`src/rtl/pipelined_addsub_pkg.sv`:
```
// ============================================================================
// Module   : pipelined_addsub_pkg
// Brief    : Operation encodings and operand-conditioning helpers shared by
//            the segmented add/sub pipeline and its clients.
// Revision : 1.0 - initial release
// ============================================================================
`default_nettype none

package pipelined_addsub_pkg;

    typedef enum logic [1:0] {
        OP_ADD = 2'b00,
        OP_SUB = 2'b01,
        OP_ADC = 2'b10,
        OP_SBB = 2'b11
    } op_e;

    // Subtracting forms add the one's complement of B.
    function automatic logic op_invert_b(input op_e op);
        return (op == OP_SUB) || (op == OP_SBB);
    endfunction

    function automatic logic op_carry_in(input op_e op, input logic c_in);
        logic w_c;
        case (op)
            OP_ADD:  w_c = 1'b0;
            OP_SUB:  w_c = 1'b1;
            default: w_c = c_in;
        endcase
        return w_c;
    endfunction

endpackage

`default_nettype wire

```
`src/rtl/pipelined_addsub_seg_adder.sv`:
```
// ============================================================================
// Module   : pipelined_addsub_seg_adder
// Brief    : Combinational W-bit ripple adder slice with carry in and out.
// Revision : 1.0 - initial release
// ============================================================================
`default_nettype none

module pipelined_addsub_seg_adder #(
    parameter int W = 8
) (
    input  logic [W-1:0] i_a,
    input  logic [W-1:0] i_b,
    input  logic         i_c,
    output logic [W-1:0] o_sum,
    output logic         o_c
);

    logic [W:0] w_total;

    assign w_total = {1'b0, i_a} + {1'b0, i_b} + {{W{1'b0}}, i_c};
    assign o_sum   = w_total[W-1:0];
    assign o_c     = w_total[W];

endmodule

`default_nettype wire

```
`src/rtl/pipelined_addsub.sv`:
```
// ============================================================================
// Module   : pipelined_addsub
// Brief    : Segmented-carry pipelined adder/subtractor (ADD/SUB/ADC/SBB)
//            with valid/ready on both sides and carry/overflow/zero flags.
// Revision : 1.0 - initial release
// ============================================================================
`default_nettype none

module pipelined_addsub
    import pipelined_addsub_pkg::*;
#(
    parameter int bNUM = 32,
    parameter int SEG  = 4
) (
    input  logic            clk,
    input  logic            rst_n,
    input  logic            in_valid,
    output logic            in_ready,
    input  logic [bNUM-1:0] A,
    input  logic [bNUM-1:0] B,
    input  logic [1:0]      op,
    input  logic            C_in,
    output logic            out_valid,
    input  logic            out_ready,
    output logic [bNUM-1:0] Sum,
    output logic            C_out,
    output logic            ovf,
    output logic            zero
);

    localparam int c_SEG_W = bNUM / SEG;
    localparam int c_NSKEW = (SEG > 1) ? SEG - 1 : 1;

    logic            w_adv;
    logic [bNUM-1:0] w_bx;
    logic            w_c0;
    logic            w_ovf;

    // Per-stage inputs and results; stage k works on segment k.
    logic [bNUM-1:0] w_a_in   [SEG];
    logic [bNUM-1:0] w_bx_in  [SEG];
    logic [bNUM-1:0] w_sum_in [SEG];
    logic [bNUM-1:0] w_sum_out[SEG];
    logic            w_c_in   [SEG];
    logic            w_c_out  [SEG];
    logic            w_v_in   [SEG];

    // Inter-stage registers: skewed operands, deskewed partial sums, carry, valid.
    logic [bNUM-1:0] r_a  [c_NSKEW];
    logic [bNUM-1:0] r_bx [c_NSKEW];
    logic [bNUM-1:0] r_sum[c_NSKEW];
    logic            r_c  [c_NSKEW];
    logic            r_v  [c_NSKEW];

    logic [bNUM-1:0] r_out_sum;
    logic            r_out_c;
    logic            r_out_ovf;
    logic            r_out_v;

    assign w_adv = !r_out_v || out_ready;
    assign w_bx  = op_invert_b(op_e'(op)) ? ~B : B;
    assign w_c0  = op_carry_in(op_e'(op), C_in);

    for (genvar k = 0; k < SEG; k++) begin : g_stage
        logic [c_SEG_W-1:0] w_seg_sum;
        logic [bNUM-1:0]    w_merged;

        if (k == 0) begin : g_head
            assign w_a_in[k]   = A;
            assign w_bx_in[k]  = w_bx;
            assign w_sum_in[k] = '0;
            assign w_c_in[k]   = w_c0;
            assign w_v_in[k]   = in_valid;
        end else begin : g_link
            assign w_a_in[k]   = r_a[k-1];
            assign w_bx_in[k]  = r_bx[k-1];
            assign w_sum_in[k] = r_sum[k-1];
            assign w_c_in[k]   = r_c[k-1];
            assign w_v_in[k]   = r_v[k-1];
        end

        pipelined_addsub_seg_adder #(
            .W(c_SEG_W)
        ) u_seg (
            .i_a  (w_a_in[k][k*c_SEG_W +: c_SEG_W]),
            .i_b  (w_bx_in[k][k*c_SEG_W +: c_SEG_W]),
            .i_c  (w_c_in[k]),
            .o_sum(w_seg_sum),
            .o_c  (w_c_out[k])
        );

        always_comb begin
            w_merged = w_sum_in[k];
            w_merged[k*c_SEG_W +: c_SEG_W] = w_seg_sum;
        end

        assign w_sum_out[k] = w_merged;
    end

    // Overflow uses the operand sign bits still carried by the last stage.
    assign w_ovf = (w_a_in[SEG-1][bNUM-1] == w_bx_in[SEG-1][bNUM-1])
                && (w_sum_out[SEG-1][bNUM-1] != w_a_in[SEG-1][bNUM-1]);

    always_ff @(posedge clk or negedge rst_n) begin
        if (!rst_n) begin
            for (int j = 0; j < c_NSKEW; j++) begin
                r_a[j]   <= '0;
                r_bx[j]  <= '0;
                r_sum[j] <= '0;
                r_c[j]   <= 1'b0;
                r_v[j]   <= 1'b0;
            end
            r_out_sum <= '0;
            r_out_c   <= 1'b0;
            r_out_ovf <= 1'b0;
            r_out_v   <= 1'b0;
        end else if (w_adv) begin
            for (int j = 0; j < SEG - 1; j++) begin
                r_a[j]   <= w_a_in[j];
                r_bx[j]  <= w_bx_in[j];
                r_sum[j] <= w_sum_out[j];
                r_c[j]   <= w_c_out[j];
                r_v[j]   <= w_v_in[j];
            end
            r_out_sum <= w_sum_out[SEG-1];
            r_out_c   <= w_c_out[SEG-1];
            r_out_ovf <= w_ovf;
            r_out_v   <= w_v_in[SEG-1];
        end
    end

    assign in_ready  = w_adv;
    assign out_valid = r_out_v;
    assign Sum       = r_out_sum;
    assign C_out     = r_out_c;
    assign ovf       = r_out_ovf;
    assign zero      = (r_out_sum == '0);

endmodule

`default_nettype wire

```
`config.mk`:
```
export PLATFORM = sky130hd
export DESIGN_NAME = pipelined_addsub
export DESIGN_NICKNAME = d
export VERILOG_FILES = /design/src/rtl/pipelined_addsub_pkg.sv /design/src/rtl/pipelined_addsub_seg_adder.sv /design/src/rtl/pipelined_addsub.sv
export SDC_FILE = /design/constraint.sdc
export NUM_CORES = 1
export LEC_CHECK = 0
export ABC_AREA = 1
export CAP_MARGIN = 20
export CELL_PAD_IN_SITES_DETAIL_PLACEMENT = 1
export CELL_PAD_IN_SITES_GLOBAL_PLACEMENT = 1
export CORE_MARGIN = 2
export CORE_UTILIZATION = 46
export DETAILED_ROUTE_END_ITERATION = 16
export HOLD_SLACK_MARGIN = 0.03
export PLACE_DENSITY_LB_ADDON = 0.1
export SETUP_SLACK_MARGIN = 0.15
export SYNTH_ARGS = -nofsm -noshare
export SYNTH_HDL_FRONTEND = slang
export SYNTH_SLANG_ARGS = --single-unit
```
`constraint.sdc`:
```
create_clock -name clk -period 3.5 [get_ports clk]
set_input_delay 1.05 -clock clk [delete_from_list [all_inputs] [get_ports clk]]
set_output_delay 1.05 -clock clk [all_outputs]
set_load 0.05 [all_outputs]
```
==> run metrics, run 1 <==
status=finished, final reports clean; Mapped Area=8752 µm²; crit share post-route=90.65%; M1 WL=9684 µm; first-pass GRT wire length=33,490 µm; Critical Path Source Type=flip-flop; DRC=0; Warnings, synthesis=0; drt initial violations=307; Initial Utilization=46.79%; Slew Viols, Final=0; fill count=2,185; hold path start=r_v[0]$_DFFE_PN0P_; Post-synth top cells=nand2_1 (374), dfrtp_1 (185), inv_1 (105), o21ai_0 (80), o21ai_1 (44); num rows=50; TNS Setup=0 ns; Fmax achieved=0.3152 GHz; Port Buffer Count=107; Root Driver=clkbuf_16; met2 routed WL=9392 µm; antenna violations before repair=0; remaining global-route overflow=0; CP Data Arrival Time=2.12 ns; Reg area=4629 µm²; FFs w/ async S/R, synth=100.0%; proportion of layout cells with a drive suffix above 1=4.129%; GPL Wtd Cong=0.7669; Final ANT Viol Nets=0; reg-to-reg startpoint=r_c[1]$_DFFE_PN0P_; Clock Latency Late Sink=0.43 ns; worst hold-check path type=reg2reg; final setup fails=0; Power Density=932.5 nW/µm²; synth unique cells=25; Worst Tran Pin Value=0.8394 ns; Post-Synthesis Cells=1,009; Seq cells post-synth=185; Hold Violations, Final=0; Worst Slack Setup Final=0.3272 ns; clock buffer count from CTS=17; Tmin final=3.173 ns; Crit Path Max Fanout=3; element type at the critical path end=output pin; syn_nets=1,116; Area contributors post-synth=dfrtp_1 (53%), nand2_1 (16%), o21ai_0 (4.6%); Slew HR=44.04%; io pins=108; post-detail-place hpwl=13,370 µm; clock transition at the registers of the reported paths=0.07 ns; critical path type=reg2out; Leak=0.005143 µW; CTS tree=done; vias in the first global route=6,851; CP required=2.45 ns; met3 WL=626 µm; clk sinks=185; Die W=141.9 µm; Yosys top cell by area=dfrtp_1; worst setup path startpoint=Sum[29]$_DFFE_PN0P_; sequential element share of the synthesized area=52.89%; Clock Skew=0.01432 ns; CTS max path bufs=2; H-Tree Depth=4; drt pass-1 iters=4; max-capacitance violation count=0; multi-input logic area=3401 µm²; pre-CTS WS=0.4101 ns; die height=141.9 µm; Reg-to-Reg End=g_stage[3].w_merged[22]$_DFFE_PN0P_; full die area=20,150 µm²; top routing layer in use=met4; total wire length=19,890 µm; CP endpoint=zero; post-DR wirelength/cell=14.75 µm; total number of vias=6,668; total track usage=20.96%; Register-to-Register Setup Slack=1.71 ns; unrepaired setup endpoints after global routing=false; fin nets=1,208; EDFF count, synth=0; reg2reg path depth=9; area delta synth->final=19.37%; most numerous cell in the Yosys netlist=nand2_1; largest net degree at the start of global routing=215; Vias/cell=4.947; core area=18,710 µm²; Max rail drop VDD=0.4288 mV; area share of the largest cell type after synthesis=52.89%; average cell area after synthesis=8.674 µm²; main flop type after synthesis=dfrtp_1; number of diodes=0
## routing by layer
| layer | vias up | global-route usage [%] |
|---|---|---|
| met5 | - | 0 |
| met4 | 0 | 5.579 |
| met3 | 10 | 3.836 |
| met2 | 99 | 33.88 |
| met1 | 3225 | 29.36 |
| li1 | 3334 | - |
## worst min path at each step
stage | end | slack (ns) | cells past startpoint
global placement | out_valid$_DFFE_PN0P_ | 0.43 | 2
finish | out_valid$_DFFE_PN0P_ | 0.46 | 2
floorplan | out_valid$_DFFE_PN0P_ | 0.42 | 2
CTS | out_valid$_DFFE_PN0P_ | 0.46 | 2
global route | g_stage[3].w_merged[21]$_DFFE_PN0P_ | 0.50 | 2
detailed placement | out_valid$_DFFE_PN0P_ | 0.45 | 2
## cell type report
| type | count | area share [%] |
|---|---|---|
| multi-input combinational | 674 | 32.55 |
| inverter | 106 | 3.832 |
| timing repair buffer | 117 | 11.40 |
| clock buffer | 22 | 4.443 |
| sequential | 185 | 44.31 |
| clock inverter | 10 | 0.6587 |
| tap | 234 | 2.802 |
## power by group
part	switching, µW	internal, µW	total (µW)
combinational	2810	1520	4330
clock	825	947	1770
sequential	548	3090	3640
## stage by stage
stage	cell area [µm²]	utilization, %	total power (µW)	hold WS [ns]	instances
2_1_floorplan	8752	-	6719	0.4227	1009
3_3_place_gp	9916	53.01	7832	0.4302	1316
3_5_place_dp	9916	53.01	8017	0.4457	1316
4_1_cts	10450	55.85	9873	0.4622	1348
5_1_grt	10450	55.85	10560	0.4958	1348
6_report	10450	55.85	9742	0.4554	1348
## cells by family after synthesis
group | synth area share [%]
AO/OA/AOI/OAI | 8.749
XOR/XNOR | 4.003
adder cells (fa/ha/maj) | 5.833
buffers and inverters | 8.249
flip-flops | 52.89
multiplexers | 0.1287
AND/OR/NAND/NOR | 20.14
## layout by cell type, fill, tap and decap left out, drive strengths merged, types with 3 or more instances in the layout
master / count
nand2: 374
clkinvlp: 3
fa: 8
inv: 108
ha: 28
xnor2: 29
clkbuf: 23
nor2: 27
nor4: 3
xor2: 11
a21oi: 16
a211oi: 4
clkinv: 5
o21bai: 3
dfrtp: 185
nand3: 38
buf: 12
clkdlybuf4s50: 103
o21ai: 124
nand4: 5
## critical path, cell delays in order, from the launching register on
cell	delay, ns
dfrtp_1	0.41
nor4_1	0.37
nand3_1	0.24
nor2_1	0.13
dlygate4sd2_1	0.55
## state kept, by name (all words and copies together), names as in the netlist
signal / cells
g_stage.w_merged: 48
r_a: 48
r_bx: 48
Sum: 32
r_c: 3
r_v: 3
C_out: 1
out_valid: 1
ovf: 1
## what timing repair did
action | CTS | global route
endpoints found under the hold margin | 0 | 0
gates resized for setup | 1 | 0
setup endpoints to repair | 1 | 0
hold buffers | 0 | 0
setup buffers | 0 | 0
Power figures use the tool's default switching activity.
==> run 2, diff against run 1 <==
Settings changed: CAP_MARGIN 20 to not set, SKIP_LAST_GASP set to 1.
==> results of run 2 <==
No change in the layout: final DEF, timing and power equal those of run 1.
==> run 3, diff against run 2 <==
Settings changed: CTS_CLUSTER_SIZE set to 25, PLACE_DENSITY_LB_ADDON 0.1 to 0.2.
Clock period 3.5 ns to 3.8 ns, I/O delays scaled along.
==> run 3 against run 2 <==
  * First-iteration DRC count fell by 8.1%
  * Final cell count is 0.37% lower
  * Setup slack worse by 0.048 ns
  * Sequential power down 7.4%
  * Die area stayed put
  * Critical endpoint unchanged
  * Critical path type unchanged
==> run metrics, run 3 (synthesis results as in run 1) <==
num rows=50 (unchanged); Cell Area, Placed=9886 µm² (-0.30%); Flop pwr share=36.5% (-0.9 points); most common cell after layout, fill and taps aside=nand2_1; Clock Latency Late Sink=0.44 ns (about the same); fill count=2,216 (+1.4%); element type at the critical path end=output pin; DRC=0 (unchanged); core area=18,710 µm² (unchanged); final core area utilization=56.12% (+0.27 points); total track usage=21.71% (+0.75 points); Hold Violations, Final=0 (unchanged); worst hold-check path type=reg2reg; Switching Share=42.16% (-0.79 points); post-DR wirelength/cell=15.30 µm (+3.7%); CP Data Arrival Time=2.38 ns (+0.26 ns); most frequent cells in the layout=nand2_1 (374), dfrtp_1 (185), inv_1 (105), clkdlybuf4s50_1 (104), o21ai_0 (80); Leak=0.005158 µW (+0.29%); met2 routed WL=10,010 µm (+6.6%); Worst Tran Pin Value=0.9017 ns (+0.06221 ns); hold_ws=0.4553 ns (-0.00007000 ns); Critical Path Source Type=flip-flop; clk sinks=185 (unchanged); Final ANT Viol Nets=0 (unchanged); H-Tree Depth=4 (unchanged); vias in the first global route=7,012 (+2.4%); die height=141.9 µm (unchanged); post-detail-place hpwl=13,520 µm (+1.2%); drt pass-1 iters=5 (+1); Slew Viols, Final=0 (unchanged); reg2reg path depth=8 (-1); Power Density=880.0 nW/µm² (-5.6%); multi-input logic area=3401 µm² (unchanged); setup repair bufs after CTS=0 (unchanged); GPL Wtd Cong=0.7428 (-3.1%); clock transition at the registers of the reported paths=0.07 ns (about the same); largest net degree at the start of global routing=215 (unchanged); number of diodes=0 (unchanged); Vias/cell=4.979 (+0.66%); Tmin final=3.521 ns; PostCTS Resize Cnt=0 (-1); M1 WL=9827 µm (+1.5%); drt initial violations=282 (-8.1%); internal power=5343 µW (-3.9%); Cells after DPL=1,312 (-0.30%); Port Buffer Count=107 (unchanged); crit share post-route=92.66%; CTS tree=done; Max rail drop VDD=0.3594 mV (-16%); CTS max path bufs=2 (unchanged); proportion of layout cells with a drive suffix above 1=3.877% (-0.25 points); TNS Setup=0 ns (unchanged); Crit Path Max Fanout=3 (unchanged); first-pass GRT wire length=34,680 µm (+3.6%); Switch Pwr=3894 µW (-6.9%); Clock Skew=0.01452 ns (+0.0001944 ns); antenna violations before repair=0 (unchanged); Slew HR=39.89% (-4.1 points); hold path cells=2 (unchanged); total number of vias=6,687 (+0.28%); clock network power share=19.9% (+1.7 points); unrepaired setup endpoints after global routing=false; io pins=108 (unchanged); top routing layer in use=met4; Root Driver=clkbuf_16; Reg area=4629 µm² (unchanged); clock buffer count from CTS=17 (unchanged); full die area=20,150 µm² (unchanged); Finished Layout Cells=1,343 (-0.37%); remaining global-route overflow=0 (unchanged); final setup fails=0 (unchanged); Fmax achieved=0.2840 GHz; CP required=2.66 ns (+0.21 ns); Hold-fix buffers, CTS=0 (unchanged); area delta synth->final=19.94%; post-route cell area=10,500 µm² (+0.48%); Initial Utilization=46.79% (unchanged); status=finished, final reports clean; Die W=141.9 µm (unchanged); fin nets=1,204 (-0.33%); Comb pwr share=43.6% (-0.8 points); critical path type=reg2out; max-capacitance violation count=0 (unchanged); total wire length=20,540 µm (+3.3%); met3 WL=509 µm (-19%)
[run 3: cell count changes in the layout (fill, tap and decap cells not counted), moves of 2 or more]
cell       change
buf_4          -4
clkinv_2       -2
bufinv_16      +3
clkbuf_1       -2
[run 3: critical path, cell delays in order (launching register included)]
cell             delay (ns)
dfrtp_1                0.39
nor2_1                 0.12
nand3_1                0.08
nor2_1                 0.22
nand3_1                0.18
nor2_1                 0.14
clkdlybuf4s50_1        0.82
[run 3: worst paths after layout]
path	startpoint	endpoint	slack (ns)
min	r_v[0]$_DFFE_PN0P_	out_valid$_DFFE_PN0P_	0.46
max in group asynchronous	rst_n	g_stage[3].w_merged[18]$_DFFE_PN0P_	2.16
min in group asynchronous	rst_n	Sum[26]$_DFFE_PN0P_	0.76
max	Sum[21]$_DFFE_PN0P_	zero	0.28
max reg2reg	r_c[0]$_DFFE_PN0P_	C_out$_DFFE_PN0P_	1.95
min reg2reg	r_v[0]$_DFFE_PN0P_	out_valid$_DFFE_PN0P_	0.46
[run 3: power by group through the flow]
stage	Clock [µW]	Sequential, µW	Combinational [µW]
after detailed placement	0	3400	4000
after floorplan	0	3880	2310
after global routing	1960	3480	4550
final	1840	3370	4020
after global placement	0	3340	3850
after CTS	1880	3380	4080
[run 3: area by class of cell]
cell class	count	area share, %
flip-flops and latches	185	44.10
clock inverters	10	1.347
inverters	106	3.814
multi-input cells	674	32.40
well taps	234	2.789
repair buffers	113	11.07
clock buffers	21	4.482
[run 3: through the flow]
step	power, µW	setup slack, ns
floorplan	6188	0.9170
global placement	7191	0.6790
detailed placement	7396	0.6010
CTS	9341	0.2266
global route	9988	0.1649
finish	9238	0.2787
[run 3: per-layer routing]
metal  GRT usage, %  up-vias
li1               -     3329
met1          29.69     3255
met2          35.97       86
met3          4.139       17
met4          5.421        0
met5              0        -
